### config.mk
export PLATFORM = sky130hd
export DESIGN_NAME = block_renderer
export DESIGN_NICKNAME = d
export VERILOG_FILES = /design/src/rtl/block_renderer.sv
export SDC_FILE = /design/constraint.sdc
export NUM_CORES = 1
export LEC_CHECK = 0
export CAP_MARGIN = 20
export CORE_MARGIN = 2
export CORE_UTILIZATION = 57
export CTS_CLUSTER_DIAMETER = 30
export CTS_CLUSTER_SIZE = 25
export DETAILED_ROUTE_END_ITERATION = 10
export PLACE_DENSITY = 0.93
export SLEW_MARGIN = 15
export SYNTH_ARGS = -nofsm -noshare
export SYNTH_HDL_FRONTEND = slang
export SYNTH_SLANG_ARGS = --single-unit
### constraint.sdc
create_clock -name clock -period 11.2 [get_ports clock]
set_clock_uncertainty 0.2 [all_clocks]
set_input_delay 2.24 -clock clock [delete_from_list [all_inputs] [get_ports clock]]
set_output_delay 2.24 -clock clock [all_outputs]
set_load 0.02 [all_outputs]
### src/rtl/block_renderer.sv
// Turns four packed block words into a one-pixel-per-cycle VGA write stream.
// Inputs are snapshotted on start; outputs are registered from the next-pixel state.
module block_renderer #(
    parameter int LEN_PX   = 16,
    parameter int THICK_PX = 4
) (
    input  logic        clock,
    input  logic        reset,
    input  logic [15:0] block1,
    input  logic [15:0] block2,
    input  logic [15:0] block3,
    input  logic [15:0] block4,
    input  logic [3:0]  mask,
    input  logic        start,
    input  logic        erase,
    output logic [7:0]  x,
    output logic [6:0]  y,
    output logic [2:0]  colour,
    output logic        plot,
    output logic        busy,
    output logic        done
);

    localparam logic [1:0] IDLE = 2'd0;
    localparam logic [1:0] DRAW = 2'd1;
    localparam logic [1:0] FIN  = 2'd2;

    localparam logic [4:0] LEN_M1   = 5'(LEN_PX - 1);
    localparam logic [4:0] THICK_M1 = 5'(THICK_PX - 1);

    logic [1:0]       state_q, state_d;
    logic [3:0][15:0] words_q, words_d;
    logic [3:0]       msk_q, msk_d;
    logic             ers_q, ers_d;
    logic [1:0]       idx_q, idx_d;
    logic [4:0]       dx_q, dx_d;
    logic [4:0]       dy_q, dy_d;

    logic [7:0] x_d;
    logic [6:0] y_d;
    logic [2:0] colour_d;
    logic       plot_d, busy_d, done_d;

    logic       nxt_found, first_found;
    logic [1:0] nxt_idx, first_idx;
    logic [4:0] w_m1, h_m1;
    logic [15:0] cur;
    logic [8:0] sx;
    logic [7:0] sy;

    always_comb begin
        // Descending scan so the lowest qualifying index wins.
        nxt_found   = 1'b0;
        nxt_idx     = idx_q;
        first_found = 1'b0;
        first_idx   = 2'd0;
        for (int i = 3; i >= 0; i--) begin
            if (msk_q[i] && (i > int'(idx_q))) begin
                nxt_found = 1'b1;
                nxt_idx   = 2'(i);
            end
            if (mask[i]) begin
                first_found = 1'b1;
                first_idx   = 2'(i);
            end
        end
    end

    always_comb begin
        state_d = state_q;
        words_d = words_q;
        msk_d   = msk_q;
        ers_d   = ers_q;
        idx_d   = idx_q;
        dx_d    = dx_q;
        dy_d    = dy_q;
        w_m1    = words_q[idx_q][0] ? THICK_M1 : LEN_M1;
        h_m1    = words_q[idx_q][0] ? LEN_M1 : THICK_M1;
        case (state_q)
            IDLE: begin
                if (start) begin
                    words_d = {block4, block3, block2, block1};
                    msk_d   = mask;
                    ers_d   = erase;
                    dx_d    = 5'd0;
                    dy_d    = 5'd0;
                    if (first_found) begin
                        state_d = DRAW;
                        idx_d   = first_idx;
                    end else begin
                        state_d = FIN;
                    end
                end
            end
            DRAW: begin
                if (dx_q == w_m1) begin
                    dx_d = 5'd0;
                    if (dy_q == h_m1) begin
                        dy_d = 5'd0;
                        if (nxt_found) begin
                            idx_d = nxt_idx;
                        end else begin
                            state_d = FIN;
                        end
                    end else begin
                        dy_d = dy_q + 5'd1;
                    end
                end else begin
                    dx_d = dx_q + 5'd1;
                end
            end
            FIN:     state_d = IDLE;
            default: state_d = IDLE;
        endcase
    end

    // Outputs are derived from the next pixel so they appear in the cycle it is drawn.
    always_comb begin
        cur      = words_d[idx_d];
        sx       = {1'b0, cur[8:1]} + {4'b0, dx_d};
        sy       = {1'b0, cur[15:9]} + {3'b0, dy_d};
        x_d      = x;
        y_d      = y;
        colour_d = colour;
        if (state_d == DRAW) begin
            x_d = sx[7:0];
            y_d = sy[6:0];
            if (ers_d) begin
                colour_d = 3'b000;
            end else begin
                case (idx_d)
                    2'd0:    colour_d = 3'b100;
                    2'd1:    colour_d = 3'b010;
                    2'd2:    colour_d = 3'b001;
                    default: colour_d = 3'b110;
                endcase
            end
        end
        plot_d = (state_d == DRAW) && (sx < 9'd160) && (sy < 8'd120);
        busy_d = (state_d == DRAW);
        done_d = (state_d == FIN);
    end

    always_ff @(posedge clock or posedge reset) begin
        if (reset) begin
            state_q <= IDLE;
            words_q <= '0;
            msk_q   <= 4'd0;
            ers_q   <= 1'b0;
            idx_q   <= 2'd0;
            dx_q    <= 5'd0;
            dy_q    <= 5'd0;
            x       <= 8'd0;
            y       <= 7'd0;
            colour  <= 3'd0;
            plot    <= 1'b0;
            busy    <= 1'b0;
            done    <= 1'b0;
        end else begin
            state_q <= state_d;
            words_q <= words_d;
            msk_q   <= msk_d;
            ers_q   <= ers_d;
            idx_q   <= idx_d;
            dx_q    <= dx_d;
            dy_q    <= dy_d;
            x       <= x_d;
            y       <= y_d;
            colour  <= colour_d;
            plot    <= plot_d;
            busy    <= busy_d;
            done    <= done_d;
        end
    end

endmodule

==> impl_metrics.json <==
{
  "synth_top_cells_by_area": "sky130_fd_sc_hd__dfrtp_1 (48%), sky130_fd_sc_hd__nand2_1 (14%), sky130_fd_sc_hd__mux2i_1 (4.3%), sky130_fd_sc_hd__ha_1 (3.0%), sky130_fd_sc_hd__mux2_2 (2.9%)",
  "start_util_pct": 58.6,
  "groute.layer.met2.usage_pct": 49.0,
  "layoutNonFillerInstCount": 797,
  "synth.ff_latch_count": 103,
  "power_frac_seq_pct": 31.7,
  "finish.net_count": 768,
  "power_leakage_uw": 0.00311,
  "max_cap_violations": 0,
  "clk_pin_slew_worst_paths_ns": 0.09,
  "finalSetupViolations": 0,
  "finalMaxSlewViolations": 0,
  "synth-edff-count": 0,
  "clock_tree_from_tritoncts": "yes",
  "post-cts-setup-buffers": 0,
  "postCtsResizedCells": 0,
  "cts_num_sinks": 103,
  "grt_setup_unrepaired": "false",
  "grt_start_max_net_pins": 70,
  "grt-ovfl-total": 0,
  "gpl.final_weighted_congestion": 0.946,
  "dieWidth_um": 101,
  "cp-end-kind": "register",
  "power_per_cell_area_nw_per_um2": 305,
  "timing.final.crit_period_ns": 7.61,
  "globalRouteTotalUtil_pct": 27.5,
  "io-pin-count": 93,
  "detailedRoute.firstPassIterationCount": 6,
  "clock_root_buffer": "sky130_fd_sc_hd__clkbuf_8",
  "post_route_cells_drive_above_1_share_pct": 7.87,
  "clock_power_share_pct": 11.0,
  "synth_largest_area_cell": "sky130_fd_sc_hd__dfrtp_1",
  "maximum_net_fanout_on_the_critical_path": 69,
  "placed_cells_incl_taps": 780,
  "drt.antenna.violating_nets": 0,
  "yosys_warnings": 0,
  "worst_slew_pin_slew_ns": 0.980,
  "dr.first_iter.drc_count": 416,
  "die_h_um": 101,
  "n_antenna_cell": 0,
  "post-layout-total-power_uw": 1990,
  "clock.fmax_mhz": 131,
  "core_area_um2": 9200,
  "internal_portion_of_total_power_uw": 1100,
  "io_buffer_count": 92,
  "global_route_wire_length_before_repair_um": 22000,
  "clock_latency_ns": 0.37,
  "area.growth.synth_to_final_pct": 21.3,
  "cts.path.max_buffers": 2,
  "cp_data_required_time_ns": 11.28,
  "grt_busiest_layer": "met2",
  "grt.met1_usage_pct": 33.0,
  "timing.critical_path.arrival_ns": 7.69,
  "totalNegativeSetupSlack_ns": 0,
  "min_period_over_period_pct": 68.0,
  "synth_top_cell_area_share_pct": 47.9,
  "async_reset_ff_share_pct": 100,
  "post_synth_instance_area_um2": 5390,
  "power.net_switching_uw": 888,
  "first_global_vias": 4774,
  "combinational_power_share_pct": 57.3,
  "postLayoutCoreUtil_pct": 71.1,
  "routed_via_density": 5.78,
  "gr-usage-met3_pct": 6.14,
  "cts-hold-fix-buffers": 0,
  "rows": 35,
  "run_status": "completed",
  "slew-limit-headroom_pct": 34.6,
  "wl_per_cell_um": 16.9,
  "synth_area_per_cell_um2": 8.93,
  "numCtsBuffers": 9,
  "post_detailed_routing_wire_length_um": 13400,
  "top_reg_cell_synth": "sky130_fd_sc_hd__dfrtp_1",
  "worst_setup_path_start_kind": "input port",
  "synth_nets": 690,
  "clock_tree.htree_level_count": 3,
  "floorplan.die_area_um2": 10200,
  "gate_count_post_synth": 603,
  "synthDistinctLibCells": 56,
  "crit_type": "input port to register",
  "final-hold-violation-count": 0,
  "grt_antenna_before_repair": 0,
  "switching_share_pct": 44.6,
  "place_hpwl_um": 9710,
  "vias": 4610,
  "ir_worst_vdd_mv": 0.253,
  "drc_errors": 0,
  "ys_seq_area_share_pct": 47.9,
  "worst_hold_path_type": "register to register"
}
## worst max-delay path, stage by stage
cell,delay (ns)
sky130_fd_sc_hd__clkdlybuf4s50_1,0.52
sky130_fd_sc_hd__or3b_2,0.45
sky130_fd_sc_hd__buf_4,0.34
sky130_fd_sc_hd__o21a_1,0.36
sky130_fd_sc_hd__a21oi_2,0.58
sky130_fd_sc_hd__inv_2,0.51
sky130_fd_sc_hd__mux2_2,0.39
sky130_fd_sc_hd__mux2_2,0.28
sky130_fd_sc_hd__ha_1,0.28
sky130_fd_sc_hd__a21o_1,0.18
sky130_fd_sc_hd__a21oi_1,0.22
sky130_fd_sc_hd__o21bai_1,0.09
sky130_fd_sc_hd__a21oi_1,0.39
sky130_fd_sc_hd__a211oi_1,0.13
sky130_fd_sc_hd__a221oi_1,0.39
sky130_fd_sc_hd__o41ai_1,0.13
sky130_fd_sc_hd__nor4_1,0.17
## kinds of logic after synthesis
family	share of synthesized area, %
simple gates	21.5
flops	47.9
compound gates	12.7
buf+inv	4.65
mux	7.90
fa+ha+maj	3.76
xor+xnor	1.63
## through the flow
stage                     area [um2]  hold WS, ns  worst slack, ns
after detailed placement        6350        0.260             3.31
after global routing            6540        0.304             3.31
after CTS                       6530        0.284             3.67
final                           6540        0.278             3.59
after global placement          6350        0.255             3.60
after floorplan                 5390        0.236             4.92
## layout make-up
cell class / instances / area (um2)
clock buffers: 12 / 155
clock inverters: 4 / 30.0
fillers: 657 / 2660
inverters: 30 / 115
multi-input cells: 440 / 2560
flip-flops and latches: 103 / 2580
well taps: 111 / 139
repair buffers: 97 / 956
## cells in the final DEF, fill, tap and decap left out, drive strengths merged, types with 3 or more instances in the layout
cell type | synthesis | final
nand2 | 203 | 203
dfrtp | 103 | 103
clkdlybuf4s50 | 0 | 92
nor2 | 41 | 41
inv | 30 | 30
mux2i | 23 | 23
a21oi | 20 | 20
o21ai | 19 | 19
mux2 | 15 | 15
a211oi | 15 | 15
o21bai | 14 | 14
ha | 13 | 13
clkbuf | 16 | 13
nor3 | 9 | 9
xnor2 | 6 | 6
nand3 | 5 | 5
a21o | 4 | 4
xor2 | 4 | 4
buf | 14 | 4
nor4 | 4 | 4
o41ai | 4 | 4
nor2b | 3 | 3
nand2b | 3 | 3
o22ai | 3 | 3
a31oi | 3 | 3
clkinv | 0 | 3
## power by group through the flow
stage                     Combinational [uW]  Clock [uW]  Sequential (uW)
after floorplan                          784           0              648
after global placement                  1060           0              624
after detailed placement                1110           0              635
after CTS                               1130         222              629
after global routing                    1250         238              647
final                                   1140         219              632
## sequential cells by signal, summed over array words and instances (netlist names), 3 cells and up, named ones only
register,cells
words_q,60
colour,3
msk_q,3
x,8
dx_q,5
dy_q,5
y,7
## synth_stat cells (2+ instances only)
library cell               instances
sky130_fd_sc_hd__o21ai_0          19
sky130_fd_sc_hd__a211oi_2          3
sky130_fd_sc_hd__nand2_1         203
sky130_fd_sc_hd__nor3_1            9
sky130_fd_sc_hd__mux2_2           14
sky130_fd_sc_hd__clkbuf_1         16
sky130_fd_sc_hd__nor4_1            3
sky130_fd_sc_hd__nand2b_1          3
sky130_fd_sc_hd__nor2b_1           3
sky130_fd_sc_hd__buf_2             2
sky130_fd_sc_hd__nor2_1           40
sky130_fd_sc_hd__a21o_1            4
sky130_fd_sc_hd__ha_1             13
sky130_fd_sc_hd__fa_1              2
sky130_fd_sc_hd__a31oi_1           2
sky130_fd_sc_hd__o41ai_1           3
sky130_fd_sc_hd__dfrtp_1         103
sky130_fd_sc_hd__inv_1            28
sky130_fd_sc_hd__a211oi_1         12
sky130_fd_sc_hd__buf_1             9
sky130_fd_sc_hd__buf_6             3
sky130_fd_sc_hd__xnor2_1           6
sky130_fd_sc_hd__mux2i_1          23
sky130_fd_sc_hd__nand3_1           5
sky130_fd_sc_hd__o211ai_1          2
sky130_fd_sc_hd__or3b_2            2
sky130_fd_sc_hd__or2_2             2
sky130_fd_sc_hd__nor4b_1           2
sky130_fd_sc_hd__nand4_1           2
sky130_fd_sc_hd__o22ai_1           3
sky130_fd_sc_hd__inv_2             2
sky130_fd_sc_hd__o21bai_1         14
sky130_fd_sc_hd__a21oi_1          19
sky130_fd_sc_hd__o31ai_1           2
sky130_fd_sc_hd__xor2_1            4
## path summary, 6_finish.rpt
check                             from     endpoint  slack (ns)  cells past startpoint
min                        words_q[51]  words_q[51]        0.28                      2
min reg2reg                words_q[51]  words_q[51]        0.28                      2
max in group asynchronous        reset  words_q[53]        7.60                      3
max reg2reg                   idx_q[0]         plot        5.19                     16
min in group asynchronous        reset   words_q[6]        2.05                      2
max                              start         plot        3.59                     17
## per-layer routing
| layer | wire (um) | share of wire, % |
|---|---|---|
| met1 | 5220 | 39 |
| met3 | 838 | 6.2 |
| met5 | 0 | 0 |
| met4 | 338 | 2.5 |
| met2 | 7030 | 52 |
Note: power is estimated with default switching activity, not from simulation.
==> edit, RTL diff (config.mk and constraints unchanged) <==
Register the input `block3` before use. The logic sees it one clock later. The other inputs are not delayed to match.
--- a/src/rtl/block_renderer.sv
+++ b/src/rtl/block_renderer.sv
@@ -27,6 +27,16 @@
 
     localparam logic [4:0] LEN_M1   = 5'(LEN_PX - 1);
     localparam logic [4:0] THICK_M1 = 5'(THICK_PX - 1);
+
+    logic [15:0] block3_q;
+
+    always_ff @(posedge clock or posedge reset) begin
+        if (reset) begin
+            block3_q <= '0;
+        end else begin
+            block3_q <= block3;
+        end
+    end
 
     logic [1:0]       state_q, state_d;
     logic [3:0][15:0] words_q, words_d;
@@ -79,7 +89,7 @@
         case (state_q)
             IDLE: begin
                 if (start) begin
-                    words_d = {block4, block3, block2, block1};
+                    words_d = {block4, block3_q, block2, block1};
                     msk_d   = mask;
                     ers_d   = erase;
                     dx_d    = 5'd0;
Behaviour: not the same (a bounded check fails within 4 cycles, from zero or initial values and one cycle with reset high).
==> edit against the unedited design <==
Core utilization rose by 3.0 points; synthesized cell count up 13%; worst setup slack better by 560 ps; critical path depth up 2; fmax is 8.0% higher; total power up 15%; sequential cell count is 16 higher; wire length increased by 22%; area after synthesis grew 14%; sequential power increased by 12%; combinational power shrank 8%; final area up 18%; largest power group unchanged.
==> edit: results (changes against the unedited design) <==
Parameter                              Value

Critical path
  Max incr delay on CP    860 ps (+280 ps)
  Max Fanout on Critical Path    26 (-62%)
  Slowest-stage cell, CP    sky130_fd_sc_hd__clkdlybuf4s50_1
  Worst EP arrival    7260 ps (-430 ps)
  Family with the most delay on the worst path    simple AND/OR/NAND/NOR gates

Routing
  DRT Pass-1 Iters    5 (-1)
  Initial drt markers    406 (-2.4%)
  Total vias in the final route    5520 (+20%)
  Overall routed net length    16.5 mm (+22%)

Pwr
  Worst VDD drop    0.000151 V (-40%)
  Static leakage    0.00351 uW (+13%)
  Internal power    1360 uW (+23%)

Finish
  Largest registers in the final layout    words_q (60), block3_q (16), x (8)
  Fraction of final layout cells with drive strength greater than 1    9.30% (+1.4 points)
  Nets    848 (+10%)
  Post-route insts no fill    910 (+14%)
  Fill cell instance count of the final layout    723 (+10%)

GRT
  All-Layer GR Usage    29.8% (+2.3 points)
  Wire length of the first global-routing pass    26.4 mm (+20%)
  Pin count of the biggest net entering global routing    76 (+8.6%)
  Vias in the first global route    5306 (+11%)

Run status
  Result of the run    finished clean

Logic synthesis
  Synth top cells by count    213 x sky130_fd_sc_hd__nand2_1, 119 x sky130_fd_sc_hd__dfrtp_1, 37 x sky130_fd_sc_hd__nor2_1
  Average instance area after synthesis    9.01 sq um (+0.83%)
  Async S/R FF share, synth    100% (unchanged)
  Portion of the post-synthesis area used by sequential elements    48.7% (+0.84 points)
  Synth area leaders    sky130_fd_sc_hd__dfrtp_1 49%, sky130_fd_sc_hd__nand2_1 13%, sky130_fd_sc_hd__ha_1 2.7%
  Number of distinct standard cells referenced by the synthesized netlist    67 (+20%)
  Net count of the mapped netlist    766 (+11%)

Clocking
  Number of buffers created by CTS    17 (+8)
  Clock-pin slew on the worst setup and hold paths    60 ps (-30 ps)
  H-tree level count    4 (+1)

Placed design
  Placed wire-length estimate after detailed placement    10.7 mm (+9.9%)
  Cell count after placement    878 (+13%)
  Global placer's final weighted congestion    0.929 (-1.8%)
  Worst slack at placement    3820 ps (+506 ps)

STA
  Worst slew margin relative to its limit    45.0% (+10 points)

Hold path
  Classification of the worst-slack hold path    reg -> reg
[edit: path summary, 6_finish.rpt]
path	startpoint	end	slack, ps	cells after the start
max	start	plot	4150	19
min	block3_q[0]	flop	250	2
max reg2reg	idx_q[1]	plot	5330	20
min reg2reg	block3_q[0]	flop	250	2
max in group asynchronous	reset	words_q[62]	7530	3
min in group asynchronous	reset	block3_q[6]	1960	2
[edit: through the flow]
step	area (sq um)	hold slack, ps	total power [uW]	util, %
finish	7680	246	2290	74.1
global placement	7100	220	1640	68.5
CTS	7680	246	2270	74.1
floorplan	6120	214	1400	-
global route	7680	274	2420	74.1
detailed placement	7100	232	1700	68.5
[edit: metal layers]
metal	up-vias	wire length [microns]	GRT usage, %
met5	-	0	0
li1	2486	-	-
met3	46	1300	6.42
met2	311	8090	47.4
met4	0	510	13.3
met1	2677	6560	39.3
[edit: final cells by class]
cell class              instances  share of cell area (%)
inverters                      17                   0.863
well taps                     136                    2.21
flip-flops and latches        119                    38.8
clock inverters                15                    2.17
multi-input cells             510                    38.2
repair buffers                 96                    12.4
clock buffers                  17                    5.39
[edit: cells by family after synthesis]
logic type,share of synthesized area [%]
flops,48.7
simple gates,22.9
xor+xnor,1.58
compound gates,15.0
mux,5.03
buf+inv,3.40
fa+ha+maj,3.48
[edit: power groups by stage]
stage	clock network, uW	logic (uW)	registers (uW)
6_report	537	1050	710
5_1_grt	564	1130	725
4_1_cts	540	1030	705
3_5_place_dp	0	989	706
3_3_place_gp	0	943	697
2_1_floorplan	0	685	711
